[config.mk]
export PLATFORM = sky130hd
export DESIGN_NAME = rr_req_arbiter
export DESIGN_NICKNAME = d
export VERILOG_FILES = /design/src/rtl/rr_req_arbiter.sv
export SDC_FILE = /design/constraint.sdc
export NUM_CORES = 1
export LEC_CHECK = 0
export ABC_AREA = 1
export BUFFER_PORTS_ARGS = -buffer_cell sky130_fd_sc_hd__buf_4
export CORE_ASPECT_RATIO = 1.25
export CORE_UTILIZATION = 45
export CTS_BUF_LIST = sky130_fd_sc_hd__clkbuf_8
export CTS_CLUSTER_DIAMETER = 80
export DETAILED_ROUTE_END_ITERATION = 10
export GPL_TIMING_DRIVEN = 0
export PLACE_DENSITY = 0.77
export SYNTH_ARGS = -nofsm -noshare
export SYNTH_HDL_FRONTEND = slang
export SYNTH_SLANG_ARGS = --single-unit
[constraint.sdc]
create_clock -name clk -period 1.5 [get_ports clk]
set_input_delay 0.3 -clock clk [delete_from_list [all_inputs] [get_ports clk]]
set_output_delay 0.3 -clock clk [all_outputs]
set_load 0.005 [all_outputs]
[src/rtl/rr_req_arbiter.sv]
// ---------------------------------------------------------------------------
// rr_req_arbiter
//   Round-robin arbiter sharing one resource among N requesters. The winner
//   receives a registered one-hot grant plus its binary index, and keeps the
//   grant until it drops its request. Every handover costs one dead cycle.
//
//   Optional build macro: ARB_TIMEOUT_EN
//     When defined, an owner that has held the grant for MAX_HOLD cycles is
//     forcibly released as if it had dropped its request.
//
// Ports
//   clk        in   1   clock, all state updates on the rising edge
//   rst_n      in   1   synchronous active-low reset
//   req        in   N   request vector, bit k = requester k wants the resource
//   grant      out  N   registered one-hot grant, zero when no owner
//   grant_idx  out  IW  binary index of the owner, zero when no owner
//   grant_vld  out  1   high while any grant bit is high
//   busy_cnt   out  8   saturating count of cycles the owner has held grant
//
// Handshake: a requester holds req high for as long as it wants the resource.
// A grant appears one clock after req is sampled in IDLE and is withdrawn one
// clock after the owner's req is sampled low (or the hold limit is reached).
// ---------------------------------------------------------------------------
module rr_req_arbiter #(
    parameter int N        = 4,
    parameter int IW       = $clog2(N),
    parameter int MAX_HOLD = 16
) (
    input  logic          clk,
    input  logic          rst_n,
    input  logic [N-1:0]  req,
    output logic [N-1:0]  grant,
    output logic [IW-1:0] grant_idx,
    output logic          grant_vld,
    output logic [7:0]    busy_cnt
);

`ifdef ARB_TIMEOUT_EN
    localparam bit TIMEOUT_ON = 1'b1;
`else
    localparam bit TIMEOUT_ON = 1'b0;
`endif

    typedef enum logic {
        IDLE = 1'b0,
        OWN  = 1'b1
    } state_t;

    // state_q is the FSM state; a checker can bind to it directly.
    state_t         state_q, state_d;
    logic [N-1:0]   grant_q, grant_d;
    logic [IW-1:0]  idx_q,   idx_d;
    logic [7:0]     cnt_q,   cnt_d;
    logic [IW-1:0]  last_q,  last_d;

    logic           found;
    logic [IW-1:0]  pick;
    logic [IW:0]    sum;
    logic [IW-1:0]  cand;
    logic           release_now;

    // Search from last+1 upward with wrap; the first set request wins.
    // sum is one bit wider so last+i (at most 2N-1) never overflows.
    always_comb begin
        found = 1'b0;
        pick  = '0;
        sum   = '0;
        cand  = '0;
        for (int i = 1; i <= N; i++) begin
            sum = {1'b0, last_q} + (IW+1)'(i);
            if (sum >= (IW+1)'(N)) begin
                sum = sum - (IW+1)'(N);
            end
            cand = sum[IW-1:0];
            if (!found && req[cand]) begin
                found = 1'b1;
                pick  = cand;
            end
        end
    end

    // The timeout term is constant-false unless the feature is built in.
    assign release_now = !req[idx_q] ||
                         (TIMEOUT_ON && (cnt_q == 8'(MAX_HOLD)));

    always_comb begin
        state_d = state_q;
        grant_d = grant_q;
        idx_d   = idx_q;
        cnt_d   = cnt_q;
        last_d  = last_q;
        case (state_q)
            IDLE: begin
                if (found) begin
                    state_d       = OWN;
                    grant_d       = '0;
                    grant_d[pick] = 1'b1;
                    idx_d         = pick;
                    cnt_d         = 8'd1;
                end
            end
            OWN: begin
                if (release_now) begin
                    // Releasing owner becomes lowest priority next round.
                    state_d = IDLE;
                    grant_d = '0;
                    idx_d   = '0;
                    cnt_d   = 8'd0;
                    last_d  = idx_q;
                end else if (cnt_q != 8'hFF) begin
                    cnt_d = cnt_q + 8'd1;
                end
            end
            default: begin
                state_d = IDLE;
                grant_d = '0;
                idx_d   = '0;
                cnt_d   = 8'd0;
            end
        endcase
    end

    always_ff @(posedge clk) begin
        if (!rst_n) begin
            state_q <= IDLE;
            grant_q <= '0;
            idx_q   <= '0;
            cnt_q   <= 8'd0;
            last_q  <= IW'(N-1);
        end else begin
            state_q <= state_d;
            grant_q <= grant_d;
            idx_q   <= idx_d;
            cnt_q   <= cnt_d;
            last_q  <= last_d;
        end
    end

    assign grant     = grant_q;
    assign grant_idx = idx_q;
    assign grant_vld = |grant_q;
    assign busy_cnt  = cnt_q;

endmodule
# Yosys cells after proc, flatten, opt, wreduce, memory -nomap -nowiden
# Index checks and enable logic that the tools add are counted.
[totals] regBits=17 inputBits=6 output_inout_bits=15 wordCells=79
[classes] addsub=9 n_lt_le_gt_ge=11 n_eq_ne=4 n_mux=37 bitwise_logic=2 reduce_logical=11
[ops] op="8-bit 2-to-1 mux" n=3
[ops] op="2-bit 2-to-1 mux" n=10
[ops] op="2-bit by 3-bit less-than comparator with 1-bit output, second input constant" n=6
[ops] op="8-bit case mux with 2 select lines" n=1
[ops] op="3-bit greater-or-equal comparator, second input constant" n=4
[ops] op="1-bit 2-to-1 mux" n=12
[ops] op="1-bit binary-select mux with 2-bit select" n=5
[ops] op="8-bit by 1-bit adder with 8-bit output, second input constant" n=1
[ops] op="4-bit 2-to-1 mux" n=2
[ops] op="8-bit != test, second input constant" n=1
[ops] op="4-bit case mux with 2 select lines" n=1
[ops] op="2-bit by 1-bit subtractor with 2-bit output, second input constant" n=4
[ops] op="2-bit by 2-bit adder with 3-bit output, second input constant" n=2
[ops] op="2-bit AND reduction" n=3
[ops] op="1-bit logical AND" n=4
[ops] op="2-bit != test, second input constant" n=2
[ops] op="2-bit case mux with 2 select lines" n=1
[ops] op="4-bit OR reduction" n=1
[ops] op="2-bit by 1-bit adder with 3-bit output, second input constant" n=1
[ops] op="2-bit by 3-bit adder with 3-bit output, second input constant" n=1
[ops] op="1-bit zero test" n=3
[ops] op="3-bit by 2-bit != test with 1-bit output, second input constant" n=1
[ops] op="1-bit demux with 2-bit select" n=1
[ops] op="2-bit by 1-bit greater-or-equal comparator with 1-bit output, second input constant" n=1
[ops] op="2 further kinds" n=3

# Depth between registers and ports, before layout
# Gate-level depths: netlist of the first run.
[depth] word_depth=21 ltp_mapped=13

# Worst setup path before layout of the first run
# No wires, ideal clock.
[synth_timing] path_type="reg2reg" from="register cnt_q[0], in the netlist busy_cnt[0]" to="register cnt_q[2], in the netlist busy_cnt[2]" setup_ns=0.073 arrival_ns=1.411 slack_ns=0.016 stages_incl_launch_ff=10 period_less_slack_ns=1.484 path_cell_list="dfxtp_1 -> ha_1 -> nand3_1 -> nor2_1 -> nand2_1 -> nor2_1 -> nand3_1 -> nand2_4 -> nand2_1 -> a21oi_1"
[synth_between] elab_chain_len=4
[synth_rtl] element="start, declared" line_no="53" source="logic [7:0] cnt_q, cnt_d;"
[synth_rtl] element="start signal, assigned" line_no="134" source="cnt_q <= cnt_d;"
[synth_rtl] element="8-bit by 1-bit adder with 8-bit output" line_no="111" source="cnt_d = cnt_q + 8'd1;"
[synth_rtl] element="8-bit 2-to-1 mux" line_no="110" source="end else if (cnt_q != 8'hFF) begin"
[synth_rtl] element="8-bit 2-to-1 mux" line_no="103" source="if (release_now) begin"
[synth_rtl] element="8-bit case mux with 2 select lines" line_no="92" source="case (state_q)"
# Several ways; a longest one is shown, not always the timed one. The select of a mux whose other input is x is not followed.
# A chain may end at the register's enable or synchronous reset.

# Final worst setup path of the first run
[layout_timing] from="register state_q" to="register cnt_q[5], in the netlist busy_cnt[5]"
[layout_between] elab_chain_len=3
[layout_rtl] element="start, declared" line_no="50" source="state_t state_q, state_d;"
[layout_rtl] element="start signal, assigned" line_no="131" source="state_q <= state_d;"
[layout_rtl] element="1-bit NOT"
[layout_rtl] element="2-bit != test (no source line)"
[layout_rtl] element="2-bit AND reduction (no source line)"
# Several ways; a longest one is shown, not always the timed one.

==> results.yml, run 1 <==
final_layout:
  syn_to_final_growth_pct: 33.2
  final_core_util: 0.651
  fin_cells: 246
  drive_above_1_share: 0.362
  fin_area_sq_mm: 0.00165
  antenna_cells: 0
  fin_nets: 221
  fillers: 231
worst_hold_path:
  hold-path-cell-count: 2
  hold_start: "rst_n"
  hold_class: "in2reg"
  whs_endpoint: "last_q[0]"
logic_synthesis:
  synthMuxAreaShare: 0
  netlist_top_cells_count: "57 x nand2_1, 19 x nand3_1, 17 x dfxtp_1, 15 x inv_1"
  yosys.area.top_type: "dfxtp_1"
  ys_types: 31
  synth-async-reset-ratio: 0
  synthSimpleGateAreaFrac: 0.464
  synth_flop_cell: "dfxtp_1"
  synth_compound_area_frac: 0.123
  synth_xor_area_frac: 0.0284
  syn_nets: 186
  syn_inst: 179
  yosysWarnings: 0
  synth-edff-count: 0
  synth_area_leaders: "dfxtp_1 28%, nand2_1 17%, nand2_4 9.1%"
  ys_seq_area_frac: 0.276
  syn_area_sq_mm: 0.00123
  synth_top_area_share: 0.276
  yosysMostFrequentCell: "nand2_1"
  synth-adder-area-share: 0.0101
  ys_ff_latch: 17
  postSynthAreaPerCell_sq_um: 6.90
  synth_top_family_by_area: "simple AND/OR/NAND/NOR gates"
placed_design:
  dp_cells: 232
  port_buffers: 20
  place_ws_ps: -283
  dpl.hpwl_mm: 2.19
  post_dp_cell_area_sq_mm: 0.00143
  gp_routability_congestion: 0.825
detailed_routing:
  firstDrtPassIters: 4
  vias_per_cell: 5.15
  drc: 0
  vias: 1268
  drtAntennaViolNets: 0
  wl_per_cell_microns: 12.5
  wl_mm: 3.08
  drt_first_iter_violations: 40
floorplanning:
  die-area_sq_mm: 0.00296
  die_w_microns: 48.9
  initial_core_util: 0.489
  ios: 21
  core_sq_mm: 0.00253
  die-height_microns: 60.6
  rows: 20
pwr:
  switching_share: 0.466
  power_frac_seq: 0.234
  power.total_mw: 2.99
  ir_drop_mv: 0.880
  power.leakage_nw: 0.779
  p_switching_mw: 1.39
  clkPwrFrac: 0.113
  internal_power_mw: 1.60
  p_per_area_mw_per_mm2: 1810
  pwr-share-comb: 0.652
setup_path:
  r2r_slack_ps: -130
  crit_type: "reg2reg"
  cp_slowest_cell: "dfxtp_1"
  critPathRequiredTime_ps: 1670
  reg2regPathDepth: 5
  slowest_delay_ps: 520
  r2r-start: "state_q"
  worstPathArrival_ps: 1810
  worst_r2r_endpoint: "busy_cnt[5]"
  crit_fanout: 9
  start_kind: "flop"
  cp_cell_sequence: "clkinv_1 -> nand4_4 -> buf_4 -> nand3_1 -> a21oi_1"
  setup.worst_path.end_class: "flop"
clocking:
  clkTransAtPathRegs_ps: 70
  clk-insertion-delay-late_ps: 250
  cts.sinks: 17
  cts-root-buf: "clkbuf_8"
  hold_buffers: 0
  cts_tree: "done"
  max-clock-path-buffers: 2
  cts_made_buffers: 3
  htree_levels: 1
timing:
  finalHoldViolCount: 0
  holdWs_ps: 306
  maxSlewHeadroom: 0.770
  rsz0062_at_grt: "yes"
  finalWorstSetupSlack_ps: -133
  min_period_ps: 1630
  setup_viol: 16
  slew_viol_final: 0
  worstMarginPinSlew_ps: 344
  finalSetupTns_ps: -1290
  clock_skew_ps: 2.14
  fin_crit_sh: 1.09
  fmax_mhz: 612
global_route:
  grt_use_total: 0.208
  grt_overflow: 0
  grt_pass1_wl_mm: 4.79
  antenna_found_initial: 0
  first_global_vias: 1199
  grt_max_degree: 11
job:
  drv_cap: 0
status:
  violations: "setup timing"
  status: "complete, but fails checks"
[sequential cells by signal, summed over array words and instances (netlist names)]
register and cells:
last_q 2, grant_idx 2, grant 4, busy_cnt 8, state_q 1
[kinds of logic (layout without fill, tap and decap cells)]
group / count (synthesis) / after routing
AO/OA/AOI/OAI: 23 / 23
XOR/XNOR: 4 / 4
adder cells (fa/ha/maj): 1 / 1
buffers and inverters: 24 / 58
flip-flops: 17 / 17
AND/OR/NAND/NOR: 110 / 110
[power by group through the flow]
stage	Combinational, mW	Clock [mW]	Sequential (mW)
2_1_floorplan	1.21	0	0.666
3_3_place_gp	1.56	0	0.678
3_5_place_dp	1.59	0	0.688
4_1_cts	1.73	0.346	0.693
5_1_grt	2.12	0.360	0.713
6_report	1.95	0.339	0.699
[final cells by class]
cell class | instances | area (sq um) | share of cell area
Buffer | 3 | 42.5 | 0.0259
Clock buffer | 3 | 41.3 | 0.0251
Clock inverter | 1 | 5.00 | 0.00304
Inverter | 21 | 83.8 | 0.0510
Multi-Input combinational cell | 138 | 838 | 0.510
Sequential cell | 17 | 347 | 0.211
Tap cell | 33 | 41.3 | 0.0251
Timing Repair Buffer | 30 | 246 | 0.150
[worst max-delay path, delay by kind of cell (launching register included)]
family	cells	cell delay, ps
DFF	1	520
buffers and inverters	2	520
and+or+nand+nor	2	350
AOI/OAI and AO/OA	1	160
[how the worst max path moves through the flow]
stage | start | to | cells past startpoint | slack (ps)
2_1_floorplan | busy_cnt[0] | busy_cnt[2] | 9 | 20
3_3_place_gp | busy_cnt[0] | busy_cnt[5] | 9 | -190
3_5_place_dp | busy_cnt[0] | busy_cnt[5] | 9 | -280
4_1_cts | last_q[0] | grant[2] | 12 | -110
5_1_grt | state_q | busy_cnt[3] | 5 | -230
6_report | state_q | busy_cnt[5] | 5 | -130
[cells in the final DEF (no fill, tap or decap), types with 2 or more instances in the layout]
master / instances
a21oi_1: 10
buf_4: 28
buf_6: 3
clkbuf_8: 3
clkinv_1: 3
dfxtp_1: 12
dfxtp_2: 5
inv_1: 14
inv_2: 3
nand2_1: 52
nand2_2: 7
nand2_4: 11
nand3_1: 18
nand4_1: 4
nor2_1: 6
nor2_2: 2
nor2_4: 2
nor3_1: 3
o211ai_1: 2
o21ai_0: 2
o21ai_1: 4
xor2_1: 3
[repair_timing]
item                       4_1_cts  5_1_grt
pin swaps                       12        5
setup buffers                    7        2
gates cloned                     0        1
resized for setup               12       13
setup endpoints to repair       16       18
[routing by layer]
layer | track usage | routed length (microns) | vias to the layer above
li1 | - | - | 647
met1 | 0.204 | 1170 | 584
met2 | 0.429 | 1780 | 33
met3 | 0.0175 | 91 | 4
met4 | 0.122 | 33 | 0
met5 | 0 | 0 | -
Power figures use the tool's default switching activity.
==> run 2, diff against run 1 <==
- BUFFER_PORTS_ARGS: -buffer_cell sky130_fd_sc_hd__buf_4 -> not set
- DONT_BUFFER_PORTS: not set -> 1
- PLACE_DENSITY: 0.77 -> 0.7
==> run 2 against run 1 <==
  * Largest power group unchanged
  * Count of clock-buffer cells in the layout is the same
  * Critical path depth grew 7
  * Largest cell class unchanged
  * Clock power grew 4%
  * Utilization shrank 7.1 points
  * The run still ends with setup timing left
==> results.yml, run 2 (same netlist as run 1, synthesis figures left out) <==
clocking:
  max-clock-path-buffers: 2
  cts.sinks: 17
  clk-insertion-delay-late_ps: 260
  cts_tree: "done"
  htree_levels: 1
  cts_made_buffers: 3
  hold_buffers: 0
  clkTransAtPathRegs_ps: 70
  cts-root-buf: "clkbuf_8"
timing:
  worstMarginPinSlew_ps: 364
  fmax_mhz: 631
  rsz0062_at_grt: "yes"
  finalWorstSetupSlack_ps: -84.4
  slew_viol_final: 0
  fin_crit_sh: 1.06
  maxSlewHeadroom: 0.757
  holdWs_ps: 140
  clock_skew_ps: 1.85
  setup_viol: 14
  min_period_ps: 1580
  finalHoldViolCount: 0
detailed_routing:
  drt_first_iter_violations: 26
  wl_per_cell_microns: 12.5
  top_layer: "met4"
  vias_per_cell: 5.32
  wl_met3_microns: 115
  vias: 1191
  drc: 0
  wl_mm: 2.80
  drt-met1-wl_mm: 1.10
  routed-wl-met2_mm: 1.53
  firstDrtPassIters: 4
  drtAntennaViolNets: 0
job:
  drv_cap: 0
pwr:
  ir_drop_mv: 0.935
  p_per_area_mw_per_mm2: 1830
  power.leakage_nw: 0.657
  power.total_mw: 2.69
final_layout:
  ff_latch_area_sq_um: 350
  drive_above_1_share: 0.293
  antenna_cells: 0
  final_cell_mix: "52 x nand2_1, 16 x nand3_1, 14 x inv_1"
  multi_input_area_sq_um: 836
  fin_nets: 199
  fillers: 234
  syn_to_final_growth_pct: 18.7
  fin_cells: 224
  largest_register_ffs: 8
  final_common_cell: "nand2_1"
setup_path:
  setup.worst_path.end_class: "flop"
  path_common_cell: "nand2_4"
  crit_type: "reg2reg"
  crit_fanout: 8
  start_kind: "flop"
  r2r_slack_ps: -80
  cp_slowest_cell: "dfxtp_2"
  worstPathArrival_ps: 1770
  critPathRequiredTime_ps: 1690
  slowest_delay_ps: 320
  cp_cell_sequence: "buf_6 -> inv_6 -> buf_12 -> nand2_4 -> nand2_4 -> nand2_4 -> nand2_4 -> nor2_8 -> nand4_4 -> a21oi_4 -> nand2_1 -> o21ai_1"
status:
  violations: "setup timing"
  status: "complete, but fails checks"
floorplanning:
  rows: 20
  core_sq_mm: 0.00253
  die-height_microns: 60.6
  die_w_microns: 48.9
  die-area_sq_mm: 0.00296
  ios: 21
  initial_core_util: 0.489
placed_design:
  gp_routability_congestion: 0.800
  port_buffers: 0
  dpl.hpwl_mm: 2.06
  place_ws_ps: -289
  dp_cells: 212
global_route:
  first_global_vias: 1150
  grt_overflow: 0
  grt_pass1_wl_mm: 4.75
  grt_use_total: 0.212
  antenna_found_initial: 0
  grt_max_degree: 11
worst_hold_path:
  hold_class: "in2reg"
==> run 2: cell type report <==
type                    instances  share of cell area
repair buffers                  8              0.0410
well taps                      33              0.0282
inverters                      21              0.0614
plain buffers                   3              0.0290
clock inverters                 1             0.00341
flip-flops and latches         17               0.239
multi-input cells             138               0.570
clock buffers                   3              0.0282
==> run 2: routing by layer <==
metal	vias to the layer above	GRT usage
met3	7	0.0401
met5	-	0
met2	30	0.409
li1	603	-
met1	551	0.219
met4	0	0.113
==> run 2: worst paths after layout <==
check	startpoint	end	cells past startpoint
worst min-delay path	rst_n	last_q[1]	1
worst min register to register	grant[3]	grant[3]	2
worst max register to register	last_q[0]	grant_idx[1]	12
worst max-delay path	last_q[0]	grant_idx[1]	12
==> run 2: per-stage QoR <==
stage | setup TNS [ps] | instance area [sq um] | util
after floorplan | 0 | 1230 | -
after global placement | -2540 | 1280 | 0.505
after detailed placement | -2910 | 1280 | 0.505
after CTS | -960 | 1410 | 0.559
after global routing | -2070 | 1470 | 0.580
final | -851 | 1470 | 0.580
==> run 2: timing repair <==
action | in CTS | in global routing
pin swaps | 6 | 6
gates resized for setup | 13 | 13
buffers inserted | 6 | 2
setup endpoints to repair | 15 | 17
==> run 2: report_power, final <==
group / leakage (nW) / internal, mW / switching [mW] / total, mW
Sequential: 0.140 / 0.579 / 0.148 / 0.728
Clock: 0.0255 / 0.185 / 0.167 / 0.352
Combinational: 0.492 / 0.605 / 1.00 / 1.61
==> run 2: worst max-delay path: cells and delay by family (launching register included) <==
| family | cells | cell delay [ps] |
|---|---|---|
| AO/OA/AOI/OAI | 2 | 300 |
| AND/OR/NAND/NOR | 7 | 590 |
| flip-flops | 1 | 320 |
| buffers and inverters | 3 | 290 |
==> run 3, diff against run 2 <==
==> constraint.sdc (replaced) <==
create_clock -name clk -period 1.5 [get_ports clk]
set_input_delay 0 -clock clk [delete_from_list [all_inputs] [get_ports clk]]
set_output_delay 0 -clock clk [all_outputs]
set_load 0.005 [all_outputs]
==> run 3 against run 2 <==
  * The run still ends with setup timing left
  * Cell count up 0.45%
  * Critical path depth did not move
  * Global-route usage is the same
  * Non-clock buffer count up 1
  * Maximum frequency decreased by 0.40%
==> results.yml, run 3 (same netlist as run 1, synthesis figures left out) <==
timing:
  setup_viol: 14
  rsz0062_at_grt: "yes"
  finalWorstSetupSlack_ps: -90.7
  slew_viol_final: 0
  worstMarginPinSlew_ps: 374
  fmax_mhz: 629
  holdWs_ps: 23.1
  finalHoldViolCount: 0
  finalSetupTns_ps: -919
  fin_crit_sh: 1.06
  maxSlewHeadroom: 0.750
  clock_skew_ps: 0.820
  min_period_ps: 1590
setup_path:
  start_kind: "flop"
  r2r-start: "last_q[0]"
  crit_fanout: 8
  crit_family: "simple AND/OR/NAND/NOR gates"
  critPathRequiredTime_ps: 1640
  cp_slowest_cell: "dfxtp_2"
  worstPathArrival_ps: 1730
  cp_cell_sequence: "buf_6 -> inv_6 -> buf_12 -> nand2_4 -> nand2_4 -> nand2_4 -> nand2_4 -> nor2_8 -> nand4_4 -> buf_4 -> nand3_1 -> a21oi_1"
  worst_r2r_endpoint: "busy_cnt[5]"
  path_common_cell: "nand2_4"
  reg2regPathDepth: 12
  startpoint: "last_q[0]"
  r2r_slack_ps: -90
  crit_buf_inv: 4
  setup.worst_path.end_class: "flop"
  slowest_delay_ps: 320
  crit_type: "reg2reg"
clocking:
  htree_levels: 1
  cts-root-buf: "clkbuf_8"
  clkTransAtPathRegs_ps: 70
  clk-insertion-delay-late_ps: 260
  cts.sinks: 17
  cts_tree: "done"
  cts_made_buffers: 3
  max-clock-path-buffers: 2
detailed_routing:
  drc: 0
  firstDrtPassIters: 4
  vias_per_cell: 5.31
  vias: 1194
  wl_per_cell_microns: 12.5
  drtAntennaViolNets: 0
  wl_mm: 2.82
  drt_first_iter_violations: 28
worst_hold_path:
  whs_endpoint: "busy_cnt[1]"
  hold_start: "rst_n"
  hold-path-cell-count: 2
  hold_class: "in2reg"
final_layout:
  antenna_cells: 0
  largest_register_ffs: 8
  final_cell_mix: "52 x nand2_1, 16 x nand3_1, 14 x inv_1"
  fin_nets: 200
  fin_area_sq_mm: 0.00148
  drive_above_1_share: 0.292
  fillers: 233
  final_common_cell: "nand2_1"
  syn_to_final_growth_pct: 19.6
pwr:
  ir_drop_mv: 0.929
  power.total_mw: 2.69
  p_per_area_mw_per_mm2: 1820
  power.leakage_nw: 0.662
placed_design:
  post_dp_cell_area_sq_mm: 0.00128
  port_buffers: 0
  gp_routability_congestion: 0.800
  dpl.hpwl_mm: 2.06
global_route:
  first_global_vias: 1149
  grt_max_degree: 11
  grt_overflow: 0
  grt_pass1_wl_mm: 4.75
  grt_use_total: 0.212
  antenna_found_initial: 0
floorplanning:
  die-area_sq_mm: 0.00296
  die_w_microns: 48.9
  initial_core_util: 0.489
  die-height_microns: 60.6
  ios: 21
  rows: 20
  core_sq_mm: 0.00253
job:
  drv_cap: 0
status:
  status: "complete, but fails checks"
  violations: "setup timing"
[run 3: cell count changes in the layout (fill, tap and decap cells not counted), sizes merged]
cell / previous run / this run
dlygate4sd3: 0 / 1
[run 3: area by class of cell]
cell class | count | area, sq um | area share
multi-input combinational | 138 | 836 | 0.566
sequential | 17 | 350 | 0.237
inverter | 21 | 90.1 | 0.0610
timing repair buffer | 9 | 70.1 | 0.0475
buffer | 3 | 42.5 | 0.0288
clock buffer | 3 | 41.3 | 0.0280
tap | 33 | 41.3 | 0.0280
clock inverter | 1 | 5.00 | 0.00339
[run 3: how the worst max path moves through the flow]
| stage | slack [ps] | to | cells past startpoint |
|---|---|---|---|
| final | -90 | busy_cnt[5] | 12 |
| after detailed placement | -290 | busy_cnt[1] | 9 |
| after floorplan | 20 | busy_cnt[2] | 9 |
| after CTS | -100 | grant[3] | 12 |
| after global placement | -260 | busy_cnt[1] | 9 |
| after global routing | -180 | grant[0] | 12 |
[run 3: power breakdown]
| part | internal (mW) | switching (mW) | total (mW) |
|---|---|---|---|
| clock | 0.185 | 0.165 | 0.350 |
| combinational | 0.607 | 1.01 | 1.61 |
| sequential | 0.579 | 0.150 | 0.729 |
| total | 1.37 | 1.32 | 2.69 |
[run 3: worst reg2reg max path: stages, from the launching register on]
cell and delay, ps:
dfxtp_2 320, buf_6 120, inv_6 40, buf_12 130
nand2_4 60, nand2_4 60, nand2_4 80, nand2_4 70
nor2_8 110, nand4_4 150, buf_4 190, nand3_1 80
a21oi_1 70
[run 3: stage by stage]
step | utilization | instances | setup WS (ps)
2_1_floorplan | - | 179 | 15.7
3_3_place_gp | 0.505 | 212 | -255
3_5_place_dp | 0.505 | 212 | -289
4_1_cts | 0.559 | 222 | -98.7
5_1_grt | 0.584 | 225 | -180
6_report | 0.584 | 225 | -90.7
[run 3: timing repair]
| action | CTS | global route |
|---|---|---|
| buffers inserted | 6 | 2 |
| gates resized for setup | 13 | 13 |
| hold endpoints to repair | 8 | 8 |
| pin swaps | 6 | 6 |
| setup endpoints to repair | 15 | 17 |
| cloned | 0 | 0 |
[run 3: metal layers]
| metal | global-route usage | part of all wire | vias up |
|---|---|---|---|
| li1 | - | - | 607 |
| met1 | 0.221 | 0.40 | 551 |
| met2 | 0.407 | 0.54 | 29 |
| met3 | 0.0401 | 0.045 | 7 |
| met4 | 0.113 | 0.021 | 0 |
| met5 | 0 | 0 | - |
